### src/rtl/wshb_if.sv
// rtl/wshb_if.sv - Wishbone classic bus bundle with master/slave views
interface wshb_if;
   logic        cyc;
   logic        stb;
   logic        we;
   logic [31:0] adr;
   logic [31:0] dat_ms;
   logic [31:0] dat_sm;
   logic [3:0]  sel;
   logic [2:0]  cti;
   logic [1:0]  bte;
   logic        ack;
   logic        err;
   logic        rty;

   modport master (
      output cyc, stb, we, adr, dat_ms, sel, cti, bte,
      input  ack, dat_sm, err, rty
   );

   modport slave (
      input  cyc, stb, we, adr, dat_ms, sel, cti, bte,
      output ack, dat_sm, err, rty
   );
endinterface

### src/rtl/mire_wshb_writer.sv
// rtl/mire_wshb_writer.sv - Wishbone write master filling the framebuffer with a grid test pattern
// Optional MIRE_ONESHOT_EN: stop after one frame instead of rewriting continuously.
module mire_wshb_writer #(
   parameter int          HDISP    = 800,
   parameter int          VDISP    = 480,
   parameter int          BURST    = 64,
   parameter logic [31:0] BASE_ADR = 32'h0
) (
   input  logic     clk,
   input  logic     rst_n,
   wshb_if.master   wshb_ifm,
   output logic     frame_done
);

   localparam int XW = (HDISP > 1) ? $clog2(HDISP) : 1;
   localparam int YW = (VDISP > 1) ? $clog2(VDISP) : 1;
   localparam int BW = (BURST > 1) ? $clog2(BURST) : 1;

   localparam logic [XW-1:0] X_LAST = XW'(HDISP - 1);
   localparam logic [YW-1:0] Y_LAST = YW'(VDISP - 1);
   localparam logic [BW-1:0] B_LAST = BW'(BURST - 1);

   typedef enum logic [1:0] {RELEASE, WRITE, STOP} state_t;

   state_t        state, state_next;
   logic [XW-1:0] x;
   logic [YW-1:0] y;
   logic [BW-1:0] burst_cnt;
   logic          accept;
   logic          x_last;
   logic          frame_last;
   logic          burst_last;
   logic [31:0]   offset;
   logic [31:0]   x_w;
   logic [31:0]   y_w;
   logic          white;
   logic          unused_ok;

   assign accept     = (state == WRITE) && wshb_ifm.ack;
   assign x_last     = (x == X_LAST);
   assign frame_last = x_last && (y == Y_LAST);
   assign burst_last = (burst_cnt == B_LAST);

   always_comb begin
      state_next = state;
      case (state)
         RELEASE: state_next = WRITE;
         WRITE: begin
            if (accept && (burst_last || frame_last)) begin
`ifdef MIRE_ONESHOT_EN
               state_next = frame_last ? STOP : RELEASE;
`else
               state_next = RELEASE;
`endif
            end
         end
         STOP:    state_next = STOP;
         default: state_next = RELEASE;
      endcase
   end

   always_ff @(posedge clk or negedge rst_n) begin
      if (!rst_n) begin
         state      <= RELEASE;
         x          <= '0;
         y          <= '0;
         burst_cnt  <= '0;
         frame_done <= 1'b0;
      end else begin
         state      <= state_next;
         frame_done <= accept && frame_last;
         if (accept) begin
            if (x_last) begin
               x <= '0;
               y <= (y == Y_LAST) ? '0 : y + YW'(1);
            end else begin
               x <= x + XW'(1);
            end
            burst_cnt <= (burst_last || frame_last) ? '0 : burst_cnt + BW'(1);
         end
      end
   end

   // Address and pixel are pure functions of the counters, so they hold through wait states.
   assign x_w    = 32'(x);
   assign y_w    = 32'(y);
   assign offset = y_w * 32'(HDISP) + x_w;
   assign white  = (x_w[3:0] == 4'd0) || (y_w[3:0] == 4'd0);

   assign wshb_ifm.cyc    = (state == WRITE);
   assign wshb_ifm.stb    = (state == WRITE);
   assign wshb_ifm.we     = 1'b1;
   assign wshb_ifm.adr    = BASE_ADR + {offset[29:0], 2'b00};
   assign wshb_ifm.dat_ms = white ? 32'h00FF_FFFF : 32'h0000_0000;
   assign wshb_ifm.sel    = 4'hF;
   assign wshb_ifm.cti    = 3'b000;
   assign wshb_ifm.bte    = 2'b00;

   assign unused_ok = &{1'b0, wshb_ifm.dat_sm, wshb_ifm.err, wshb_ifm.rty};

endmodule

### src/flat_wrapper.sv
// flat-port wrapper written by rule: the top's interface ports become plain ports
module mire_wshb_writer_flat 
#(
   parameter int          HDISP    = 800,
   parameter int          VDISP    = 480,
   parameter int          BURST    = 64,
   parameter logic [31:0] BASE_ADR = 32'h0
)
  (clk, rst_n, frame_done, wshb_ifm_cyc, wshb_ifm_stb, wshb_ifm_we, wshb_ifm_adr, wshb_ifm_dat_ms, wshb_ifm_sel, wshb_ifm_cti, wshb_ifm_bte, wshb_ifm_ack, wshb_ifm_dat_sm, wshb_ifm_err, wshb_ifm_rty);
  wshb_if wshb_ifm_i ();
  input  logic clk;
  input  logic rst_n;
  output logic frame_done;
  output wire logic [$bits(wshb_ifm_i.cyc)-1:0] wshb_ifm_cyc;
  output wire logic [$bits(wshb_ifm_i.stb)-1:0] wshb_ifm_stb;
  output wire logic [$bits(wshb_ifm_i.we)-1:0] wshb_ifm_we;
  output wire logic [$bits(wshb_ifm_i.adr)-1:0] wshb_ifm_adr;
  output wire logic [$bits(wshb_ifm_i.dat_ms)-1:0] wshb_ifm_dat_ms;
  output wire logic [$bits(wshb_ifm_i.sel)-1:0] wshb_ifm_sel;
  output wire logic [$bits(wshb_ifm_i.cti)-1:0] wshb_ifm_cti;
  output wire logic [$bits(wshb_ifm_i.bte)-1:0] wshb_ifm_bte;
  input wire logic [$bits(wshb_ifm_i.ack)-1:0] wshb_ifm_ack;
  input wire logic [$bits(wshb_ifm_i.dat_sm)-1:0] wshb_ifm_dat_sm;
  input wire logic [$bits(wshb_ifm_i.err)-1:0] wshb_ifm_err;
  input wire logic [$bits(wshb_ifm_i.rty)-1:0] wshb_ifm_rty;
  assign wshb_ifm_cyc = wshb_ifm_i.cyc;
  assign wshb_ifm_stb = wshb_ifm_i.stb;
  assign wshb_ifm_we = wshb_ifm_i.we;
  assign wshb_ifm_adr = wshb_ifm_i.adr;
  assign wshb_ifm_dat_ms = wshb_ifm_i.dat_ms;
  assign wshb_ifm_sel = wshb_ifm_i.sel;
  assign wshb_ifm_cti = wshb_ifm_i.cti;
  assign wshb_ifm_bte = wshb_ifm_i.bte;
  assign wshb_ifm_i.ack = wshb_ifm_ack;
  assign wshb_ifm_i.dat_sm = wshb_ifm_dat_sm;
  assign wshb_ifm_i.err = wshb_ifm_err;
  assign wshb_ifm_i.rty = wshb_ifm_rty;
  mire_wshb_writer #(.HDISP(HDISP), .VDISP(VDISP), .BURST(BURST), .BASE_ADR(BASE_ADR)) u_core (.clk(clk), .rst_n(rst_n), .wshb_ifm(wshb_ifm_i), .frame_done(frame_done));
endmodule
### config.mk
export PLATFORM = sky130hd
export DESIGN_NAME = mire_wshb_writer_flat
export DESIGN_NICKNAME = d
export VERILOG_FILES = /design/src/rtl/wshb_if.sv /design/src/rtl/mire_wshb_writer.sv /design/src/flat_wrapper.sv
export SDC_FILE = /design/constraint.sdc
export NUM_CORES = 1
export LEC_CHECK = 0
export CAP_MARGIN = 10
export CORE_UTILIZATION = 41
export DETAILED_ROUTE_END_ITERATION = 8
export PLACE_DENSITY = 0.76
export SLEW_MARGIN = 25
export SYNTH_ARGS = -nofsm -noshare
export SYNTH_HDL_FRONTEND = slang
export SYNTH_SLANG_ARGS = --single-unit
### constraint.sdc
create_clock -name clk -period 3.3 [get_ports clk]
set_clock_uncertainty 0.15 [all_clocks]
set_input_delay 0.33 -clock clk [delete_from_list [all_inputs] [get_ports clk]]
set_output_delay 0.33 -clock clk [all_outputs]
set_load 0.03 [all_outputs]
### After elaboration in Yosys (flattened, before gate mapping)

Cells that the tools add are included.
W data, S select, Z words.

* $add $sub $neg: 4
* bitwise gates (word level): 0
* multipliers: 1
* equality and inequality tests: 6
* magnitude comparators: 0
* reduce and logical (&&, ||, !) cells: 10
* shift-type cells: 0
* div/mod/pow operators: 0
* mux-type cells: 6

Operators by type and width (number)
* $add A30 B10 Y30: 1
* $mux W24: 1
* $mul A9 B5 Y14 const B: 1
* $add A10 B1 Y10 const B: 1
* $eq A10 B10 Y1 const B: 1
* $mux W10: 1
* $add A9 B1 Y9 const B: 1
* $eq A9 B9 Y1 const B: 1
* $mux W9: 1
* $logic_not A4 Y1: 2
* $add A6 B1 Y6 const B: 1
* $eq A6 B6 Y1 const B: 1
* $mux W6: 1
* $pmux W2 S3: 1
* $logic_and A1 B1 Y1: 4
* $eq A2 B1 Y1 const B: 1
* $eq A2 B2 Y1 const B: 1
* $logic_not A2 Y1: 1
* $logic_or A1 B1 Y1: 2
* $mux W2: 1
* $ne A2 B1 Y1 const B: 1
* $reduce_and A2 Y1: 1

* bits in writable memories: 0
* word-level logic and storage cells: 32
* memories: 0
* output and inout bits: 77
* register bits after elaboration: 28
* memory bits (read-only): 0
* bits in latches: 0
* input port bits: 37

### Depth between registers and ports, before layout

Gate-level depths: netlist of run 1.

* word-level depth: 6
* gate-level depth with buffers: 15
* mapped depth without buffers: 14

### Least setup slack after synthesis of run 1

Ideal clock, no wire load.

* kind: reg-to-output
* start point: register u_core.y[3]
* end point: output port wshb_ifm_adr[20]
* required time: 2820 ps
* arrival time: 3471 ps
* stages on the path, launching flop included: 13
* setup slack: -651 ps
* path buffers: 0
* path through: dfrtp_1 ha_1 ha_1 inv_1 fa_1 inv_1 ha_1 o21ai_1 a21oi_1 o41ai_1 xor2_1 nor4_2 xor2_1

* longest elaborated chain between the ends: 2

Ends and longest elaborated chain
* start: declaration: RTL line mire_wshb_writer.sv:27 `logic [YW-1:0] y;`
* start signal: assignment: RTL line mire_wshb_writer.sv:75 `y <= (y == Y_LAST) ? '0 : y + YW'(1);`
* $mul A9 B5 Y14: RTL line mire_wshb_writer.sv:87 `assign offset = y_w * 32'(HDISP) + x_w;`
* $add A30 B10 Y30: RTL line mire_wshb_writer.sv:87
* end: declaration: RTL line flat_wrapper.sv:17 `output wire logic [$bits(wshb_ifm_i.adr)-1:0] wshb_ifm_adr;`

Every way passes these cells.

### Final worst setup path of run 1

* start point: register u_core.y[1]
* end point: output port wshb_ifm_adr[20]

Same word-level chain as after synthesis.

==> out/qor.yml, run 1 <==
status:
  outcome: "finished, violations left"
  violations: "negative setup slack"
final_layout:
  nets: 520
  fin_cells: 534
  final.fill_count: 612
  drive_above_1_share_pct: 29.43
  syn_to_final_growth_pct: 38.18
  multiInputGateArea_sq_um: 2226
  num_antenna_cells: 0
  seqCellArea_sq_um: 700.7
sta:
  finalWorstPathRequiredPeriod_ns: 4.017
  fin_ws_ns: -0.7169
  tightestPinTransition_ns: 0.6715
  rsz0062_at_grt: "yes"
  final.setup.tns_ns: -4.445
  slew_viol_final: 0
  hold_viol: 0
  finalSetupViolCount: 8
  clock.fmax_ghz: 0.2489
  relSlewSlack_pct: 55.23
  holdWs_ns: 0.2660
  layout_worst_path_cycle_share_pct: 121.7
floorplanning:
  dieArea_sq_um: 7758
  start_util_pct: 42.11
  pin_count: 114
  die_width_um: 88.08
  row_count: 31
  die_h_um: 88.08
  design.core.area_sq_um: 7214
synthesis:
  synthArstFlopShare_pct: 100.0
  synthTopCellsByArea: "dfrtp_1 (23%), ha_1 (17%), buf_4 (15%)"
  syn_avg_cell_area_sq_um: 8.486
  syn-cell-area_sq_um: 3038
  yosys_most_used_dff: "dfrtp_1"
  ys_ff_latch: 28
  ys.warnings.count: 0
  synth_cells: 358
  synth_top_area_share_pct: 23.06
  ys_types: 50
  synth-edff-count: 0
  yosysTopAreaCell: "dfrtp_1"
  ys_seq_area_share_pct: 23.06
global_routing:
  grt_pass1_wl_um: 10780
  grt-ovfl-total: 0
  grt_pass1_vias: 2485
  grtUsageTotal_pct: 17.28
  antenna_found_initial: 0
  grt_max_degree: 29
setup_path:
  worstPathArrival_ns: 3.54
  critical_path_class: "flop to output port"
  critical-path-max-stage-delay_ns: 0.42
  startpoint_type: "flop"
  startpoint: "u_core.y[1]$_DFFE_PN0P_"
  crit_required_ns: 2.82
  cp-end-kind: "output port"
  crit_path_max_fanout: 3
  critPathSlowestCell: "dfrtp_1"
  timing.rr.start: "u_core.x[1]$_DFFE_PN0P_"
  path_cells: "ha_1 -> ha_4 -> ha_4 -> inv_1 -> fa_2 -> nand2b_4 -> buf_4 -> a21oi_4 -> o41ai_4 -> xor2_1 -> buf_4 -> nor4_4 -> xor2_2 -> buf_6"
clocking:
  insertion_delay_ns: 0.28
  cts_buffers: 3
  htree_num_levels: 1
  clk_pin_slew_worst_paths_ns: 0.10
  cts_tree: "built"
  cts.sinks: 28
  clock-root-buffer: "clkbuf_8"
  cts_buffer_depth: 2
detailed_routing:
  vias_per_cell: 4.903
  drc: 0
  routed_wl_um: 6879
  via_count: 2618
  drt_iter0_drc: 68
  ant_nets: 0
  first_pass_iters: 4
  avgRoutedWirePerCell_um: 12.88
worst_hold_path:
  hp-class: "input pin to asynchronous set/reset pin"
power_and_ir_drop:
  powerDensity_nw_per_um2: 338.5
  power_mw: 1.421
  peakVddDrop_uv: 387.9
  power_leakage_nw: 2.026
placement:
  dp_hpwl_um: 5007
  place_congestion: 0.8187
  dp.cells: 522
  io_buffer_count: 49
  place_ws_ns: -0.4693
flow_run:
  max-cap-violations: 0
[flip-flops by register name, summed over array words and instances, names as in the netlist]
name,cells
u_core.x,10
u_core.burst_cnt,6
u_core.state,2
u_core.y,9
u_core.frame_done,1
[timing repair]
action | 4_1_cts | 5_1_grt
pin swaps | 13 | 15
hold buffers | 0 | 0
setup buffers | 7 | 1
resized for setup | 33 | 20
setup endpoints to repair | 10 | 11
[synth_stat cells, types with 2 or more instances]
cell type  number
a211oi_1        3
a21o_1          3
a21oi_1        13
a31oi_1         3
and3_1          4
and3b_1         3
buf_2           3
buf_4          60
clkbuf_1        2
conb_1          2
dfrtp_1        28
fa_1            5
ha_1           42
inv_1          27
nand2_1        28
nand2b_1        2
nand3_1        14
nand4_1         6
nor2_1         19
nor2b_1         4
nor3_1          5
nor4_2          2
o2111ai_1       2
o21ai_0        26
o21ai_1         2
o31ai_1         2
or2_2           2
or3_1           2
xnor2_1        10
xor2_1         14
[per-layer routing]
| metal | global-route usage [%] | vias to the layer above | routed length, um |
|---|---|---|---|
| li1 | - | 1292 | - |
| met1 | 21.76 | 1251 | 3000 |
| met2 | 32.28 | 66 | 3604 |
| met3 | 1.225 | 9 | 189 |
| met4 | 3.666 | 0 | 84 |
| met5 | 0 | - | 0 |
[worst paths after layout]
kind,endpoint,slack [ns],cells past startpoint
worst max-delay path,wshb_ifm_adr[20],-0.72,14
worst min-delay path,u_core.state[0]$_DFFE_PN0P_,0.27,2
worst max register to register,u_core.y[6]$_DFFE_PN0P_,1.14,7
worst min register to register,u_core.state[1]$_DFFE_PN0P_,0.32,1
max in group asynchronous,u_core.y[3]$_DFFE_PN0P_,2.46,2
min in group clk,u_core.state[1]$_DFFE_PN0P_,0.32,1
[final cells by class]
class                           instances  share of cell area [%]
Clock buffer                            3                  0.9836
Clock inverter                          1                  0.7153
Inverter                               27                   2.414
Multi-Input combinational cell        265                   53.03
Sequential cell                        28                   16.69
Tap cell                               99                   2.951
Timing Repair Buffer                  111                   23.22
[cell usage in the layout, fill, tap and decap left out, drive strengths merged, types with 3 or more instances in the layout]
cell type,count
a21o,3
clkdlybuf4s50,38
a31oi,3
inv,27
conb,30
nor2b,4
xnor2,10
fa,5
a21oi,14
nand2b,3
nor3,5
buf,72
nand4,6
nand2,28
and3b,3
dfrtp,28
xor2,14
ha,42
o21ai,28
a211oi,3
and3,4
clkbuf,3
nor2,20
nand3,14
[power breakdown]
group,internal [mW],leakage (nW),total [mW],switching [mW]
sequential,0.395,0.358,0.464,0.0697
combinational,0.258,1.63,0.687,0.428
clock,0.162,0.0357,0.270,0.107
[cell families after synthesis]
group / after synthesis / share of synthesized area (%)
flip-flops: 28 / 23.06
AO/OA/AOI/OAI: 65 / 13.14
XOR/XNOR: 24 / 6.919
adder cells (fa/ha/maj): 47 / 20.59
other: 2 / 0.2472
buffers and inverters: 93 / 19.03
AND/OR/NAND/NOR: 98 / 16.68
multiplexers: 1 / 0.3295
[critical path: cells and delay by family (launching register included)]
family                   cells  cell delay [ns]
AO/OA/AOI/OAI                2             0.28
XOR/XNOR                     2             0.34
adder cells (fa/ha/maj)      4             1.25
buffers and inverters        4             0.50
flip-flops                   1             0.42
AND/OR/NAND/NOR              2             0.47
[per-stage QoR]
step	area, sq um	util [%]
6_report	4198	58.19
3_3_place_gp	3756	52.06
5_1_grt	4198	58.19
2_1_floorplan	3238	-
4_1_cts	4055	56.21
3_5_place_dp	3756	52.06
(Power assumes the default switching activity.)
==> run 2, diff against run 1 <==
- HOLD_SLACK_MARGIN: default -> 0.08
- TNS_END_PERCENT: default -> 5
==> run 2 against run 1 <==
The run still ends with negative setup slack left. Non-clock buffer count shrank 10. Setup slack gained 0.030 ns. Cell count shrank 1.9%. Via count shrank 1.4%. Die area is the same. Utilization shrank 4.2 points.
==> out/qor.yml, run 2 (synthesis gave the netlist of run 1 again) <==
status:
  outcome: "finished, violations left"
  violations: "negative setup slack"
final_layout:
  syn_to_final_growth_pct: 28.29
  top_register: "u_core.x"
  num_antenna_cells: 0
  post-route-util_pct: 54.02
  drive_above_1_share_pct: 23.06
  final_area_sq_um: 3897
  nets: 510
  layout_commonest_cell: "buf_4"
  largest_register_ffs: 10
  final_cell_mix: "buf_4 (61), clkdlybuf4s50_1 (38), ha_1 (37)"
  top_regs: "u_core.x x10, u_core.y x9, u_core.burst_cnt x6"
floorplanning:
  die_h_um: 88.08
  dieArea_sq_um: 7758
  row_count: 31
  pin_count: 114
  start_util_pct: 42.11
  die_width_um: 88.08
  design.core.area_sq_um: 7214
clocking:
  cts_tree: "built"
  cts.sinks: 28
  cts_buffers: 3
  hold_buffers: 0
  htree_num_levels: 1
  cts_buffer_depth: 2
  insertion_delay_ns: 0.27
  clock-root-buffer: "clkbuf_8"
  clk_pin_slew_worst_paths_ns: 0.10
power_and_ir_drop:
  power_leakage_nw: 1.960
  powerDensity_nw_per_um2: 365.3
  power_mw: 1.424
  peakVddDrop_uv: 316.1
sta:
  holdWs_ns: 0.2695
  finalWorstPathRequiredPeriod_ns: 3.987
  tightestPinTransition_ns: 0.7197
  rsz0062_at_grt: "yes"
  fin_ws_ns: -0.6866
  clock.fmax_ghz: 0.2508
  finalSetupViolCount: 8
  relSlewSlack_pct: 52.02
  layout_worst_path_cycle_share_pct: 120.8
  slew_viol_final: 0
  hold_viol: 0
global_routing:
  grtUsageTotal_pct: 16.49
  grt_pass1_vias: 2391
  grt-ovfl-total: 0
  grt_max_degree: 29
  grt_pass1_wl_um: 10390
  antenna_found_initial: 0
setup_path:
  startpoint: "u_core.y[3]$_DFFE_PN0P_"
  cp_common_cell: "ha_1"
  worstPathArrival_ns: 3.51
  startpoint_type: "flop"
  crit_path_max_fanout: 5
  path_cells: "inv_1 -> ha_1 -> ha_1 -> fa_1 -> ha_4 -> nand2b_4 -> a2111o_1 -> o211ai_2 -> nand3_2 -> nor4_4 -> xor2_2 -> buf_4"
  worst-r2r-setup-slack_ns: 1.08
  crit_required_ns: 2.82
  critPathSlowestCell: "fa_1"
  critical-path-max-stage-delay_ns: 0.49
  cp-end-kind: "output port"
  critical_path_class: "flop to output port"
  timing.rr.start: "u_core.x[0]$_DFFE_PN0P_"
placement:
  place_congestion: 0.7968
  dp_hpwl_um: 4835
  place_ws_ns: -0.4927
  place_area_sq_um: 3725
  io_buffer_count: 49
flow_run:
  max-cap-violations: 0
detailed_routing:
  drt_iter0_drc: 63
  via_count: 2581
  first_pass_iters: 4
  avgRoutedWirePerCell_um: 11.78
  drc: 0
  ant_nets: 0
  routed_wl_um: 6173
  vias_per_cell: 4.926
worst_hold_path:
  hp-class: "input pin to asynchronous set/reset pin"
## run 2: changes by cell type in the layout (fill, tap and decap cells not counted), moves of 2 or more
cell / delta
nor2_4: -2
inv_1: +4
ha_4: -7
buf_6: -11
inv_2: -4
ha_1: +8
## run 2: layout make-up
class                   instances  area [sq um]
fillers                       665          3317
multi-input cells             265          2038
repair buffers                101         862.1
flip-flops and latches         28         700.7
well taps                      99         123.9
inverters                      27         101.3
clock buffers                   3         41.29
clock inverters                 1         30.03
## run 2: stage by stage
stage                     TNS (ns)  instances
after floorplan             -1.948        386
after global placement      -1.962        518
after detailed placement    -2.503        518
after CTS                   -4.917        524
after global routing        -6.130        524
final                       -4.328        524
## run 2: critical path: cells and delay by family, from the launching register on
family	cells	cell delay, ns
adder cells (fa/ha/maj)	4	1.40
buffers and inverters	2	0.23
AND/OR/NAND/NOR	3	0.54
flip-flops	1	0.43
AO/OA/AOI/OAI	2	0.48
XOR/XNOR	1	0.15
## run 2: power by group
group	switching [mW]	internal [mW]	total [mW]	leakage, nW
combinational	0.432	0.259	0.691	1.57
clock	0.105	0.162	0.267	0.0357
sequential	0.0710	0.395	0.466	0.358
## run 2: final timing paths
kind,to,cells past startpoint
setup / recovery,wshb_ifm_adr[20],12
hold reg to reg,u_core.state[1]$_DFFE_PN0P_,1
setup reg to reg,u_core.burst_cnt[3]$_DFFE_PN0P_,6
hold / removal,u_core.x[2]$_DFFE_PN0P_,2
max in group asynchronous,u_core.y[5]$_DFFE_PN0P_,2
min in group clk,u_core.state[1]$_DFFE_PN0P_,1
## run 2: timing repair
| action | in CTS | in global routing |
|---|---|---|
| setup endpoints to repair | 10 | 11 |
| pin swaps | 7 | 0 |
| setup buffers | 2 | 0 |
| gates resized for setup | 9 | 6 |
## run 2: per-layer routing
layer  share of wire (%)  GRT usage, %  vias up
met5                   0             0        -
met4                0.24         3.519        0
met3                 3.3         1.320        2
met2                  51         30.23       67
met1                  45         21.14     1235
li1                    -             -     1277
==> run 3, diff against run 2 <==
- SKIP_CTS_REPAIR_TIMING: default -> 1
==> run 3 against run 2 <==
The flow still finishes with violations (negative setup slack). Wire length up 3.5%. Register-to-register slack about the same. Global-route usage down 0.74 points. Combinational power hardly changed. First-iteration DRC count up 27%. Non-clock buffer count rose by 2. Clock power about the same. Cell count is 0.38% higher. Largest power group unchanged. Sequential share of layout area down 0.35 points. Sequential power hardly changed. Utilization rose by 1.2 points.
==> out/qor.yml, run 3 (synthesis gave the netlist of run 1 again) <==
clocking:
  cts_buffer_depth: 2
  cts.sinks: 28
  htree_num_levels: 1
  insertion_delay_ns: 0.27
  clock-root-buffer: "clkbuf_8"
  cts_buffers: 3
  cts_tree: "built"
  clk_pin_slew_worst_paths_ns: 0.10
placement:
  dp_hpwl_um: 4835
  place_area_sq_um: 3725
  dp.cells: 518
  place_ws_ns: -0.4927
  io_buffer_count: 49
  place_congestion: 0.7968
detailed_routing:
  ant_nets: 0
  via_count: 2600
  first_pass_iters: 4
  avgRoutedWirePerCell_um: 12.15
  routed_wl_um: 6390
  vias_per_cell: 4.943
  drt_iter0_drc: 80
  drc: 0
final_layout:
  final.fill_count: 644
  nets: 512
  final_area_sq_um: 3983
  fin_cells: 526
  largest_register_ffs: 10
  layout_commonest_cell: "buf_4"
  post-route-util_pct: 55.20
  drive_above_1_share_pct: 25.29
  top_regs: "u_core.x x10, u_core.y x9, u_core.burst_cnt x6"
  syn_to_final_growth_pct: 31.10
  final_cell_mix: "buf_4 (62), clkdlybuf4s50_1 (38), ha_1 (33)"
  top_register: "u_core.x"
  num_antenna_cells: 0
global_routing:
  antenna_found_initial: 0
  grt_pass1_vias: 2308
  grt-ovfl-total: 0
  grt_pass1_wl_um: 9929
  grtUsageTotal_pct: 15.76
  grt_max_degree: 29
floorplanning:
  start_util_pct: 42.11
  pin_count: 114
  design.core.area_sq_um: 7214
  die_h_um: 88.08
  die_width_um: 88.08
  dieArea_sq_um: 7758
  row_count: 31
setup_path:
  cp_common_cell: "inv_1"
  cp-end-kind: "output port"
  startpoint_type: "flop"
  timing.rr.start: "u_core.x[0]$_DFFE_PN0P_"
  crit_path_max_fanout: 5
  critPathSlowestCell: "fa_1"
  crit_required_ns: 2.82
  worstPathArrival_ns: 3.61
  path_cells: "ha_1 -> inv_1 -> ha_1 -> inv_1 -> fa_1 -> inv_1 -> ha_4 -> o21ai_2 -> a2111o_1 -> o211ai_2 -> nand4_1 -> nor4_4 -> and3b_1 -> buf_6"
  critical_path_class: "flop to output port"
  critical-path-max-stage-delay_ns: 0.51
  startpoint: "u_core.y[4]$_DFFE_PN0P_"
power_and_ir_drop:
  peakVddDrop_uv: 315.6
  power_mw: 1.424
  powerDensity_nw_per_um2: 357.5
  power_leakage_nw: 1.957
worst_hold_path:
  hp-class: "input pin to asynchronous set/reset pin"
sta:
  rsz0062_at_grt: "yes"
  slew_viol_final: 0
  finalSetupViolCount: 8
  relSlewSlack_pct: 52.34
  hold_viol: 0
  clock.fmax_ghz: 0.2446
  layout_worst_path_cycle_share_pct: 123.9
  fin_ws_ns: -0.7889
  tightestPinTransition_ns: 0.7150
  holdWs_ns: 0.2695
  final.setup.tns_ns: -4.645
  finalWorstPathRequiredPeriod_ns: 4.089
flow_run:
  max-cap-violations: 0
status:
  violations: "negative setup slack"
  outcome: "finished, violations left"
[run 3: changes by cell type in the layout (fill, tap and decap cells not counted), sizes merged]
cell / delta
buf: +2
[run 3: per-layer routing]
layer	vias to the layer above	part of all wire (%)	track usage, %
li1	1283	-	-
met1	1245	46	20.44
met2	68	51	28.47
met3	4	2.9	1.320
met4	0	0.49	3.519
met5	-	0	0
[run 3: cell type report]
class	count	area, sq um	area share, %
clock buffers	3	41.29	1.037
multi-input cells	265	2103	52.81
well taps	99	123.9	3.110
repair buffers	103	880.8	22.12
inverters	27	101.3	2.545
flip-flops and latches	28	701.9	17.62
clock inverters	1	30.03	0.7540
[run 3: where the power goes]
| part | internal (mW) | switching (mW) |
|---|---|---|
| clock network | 0.162 | 0.106 |
| registers | 0.395 | 0.0710 |
| logic | 0.259 | 0.431 |
[run 3: final timing paths]
| path | end | slack, ns | cells after the start |
|---|---|---|---|
| max | wshb_ifm_adr[21] | -0.79 | 14 |
| min | u_core.x[2]$_DFFE_PN0P_ | 0.27 | 2 |
| max reg2reg | u_core.burst_cnt[3]$_DFFE_PN0P_ | 1.09 | 6 |
| min reg2reg | u_core.state[1]$_DFFE_PN0P_ | 0.30 | 1 |
| max in group asynchronous | u_core.y[4]$_DFFE_PN0P_ | 2.43 | 2 |
| min in group clk | u_core.state[1]$_DFFE_PN0P_ | 0.30 | 1 |
[run 3: worst max-delay path: cells and delay by family, from the launching register on]
kind | cells | cell delay [ns]
DFF | 1 | 0.43
buffers and inverters | 4 | 0.29
AOI/OAI and AO/OA | 3 | 0.47
adders and majority gates | 4 | 1.37
and+or+nand+nor | 3 | 0.78
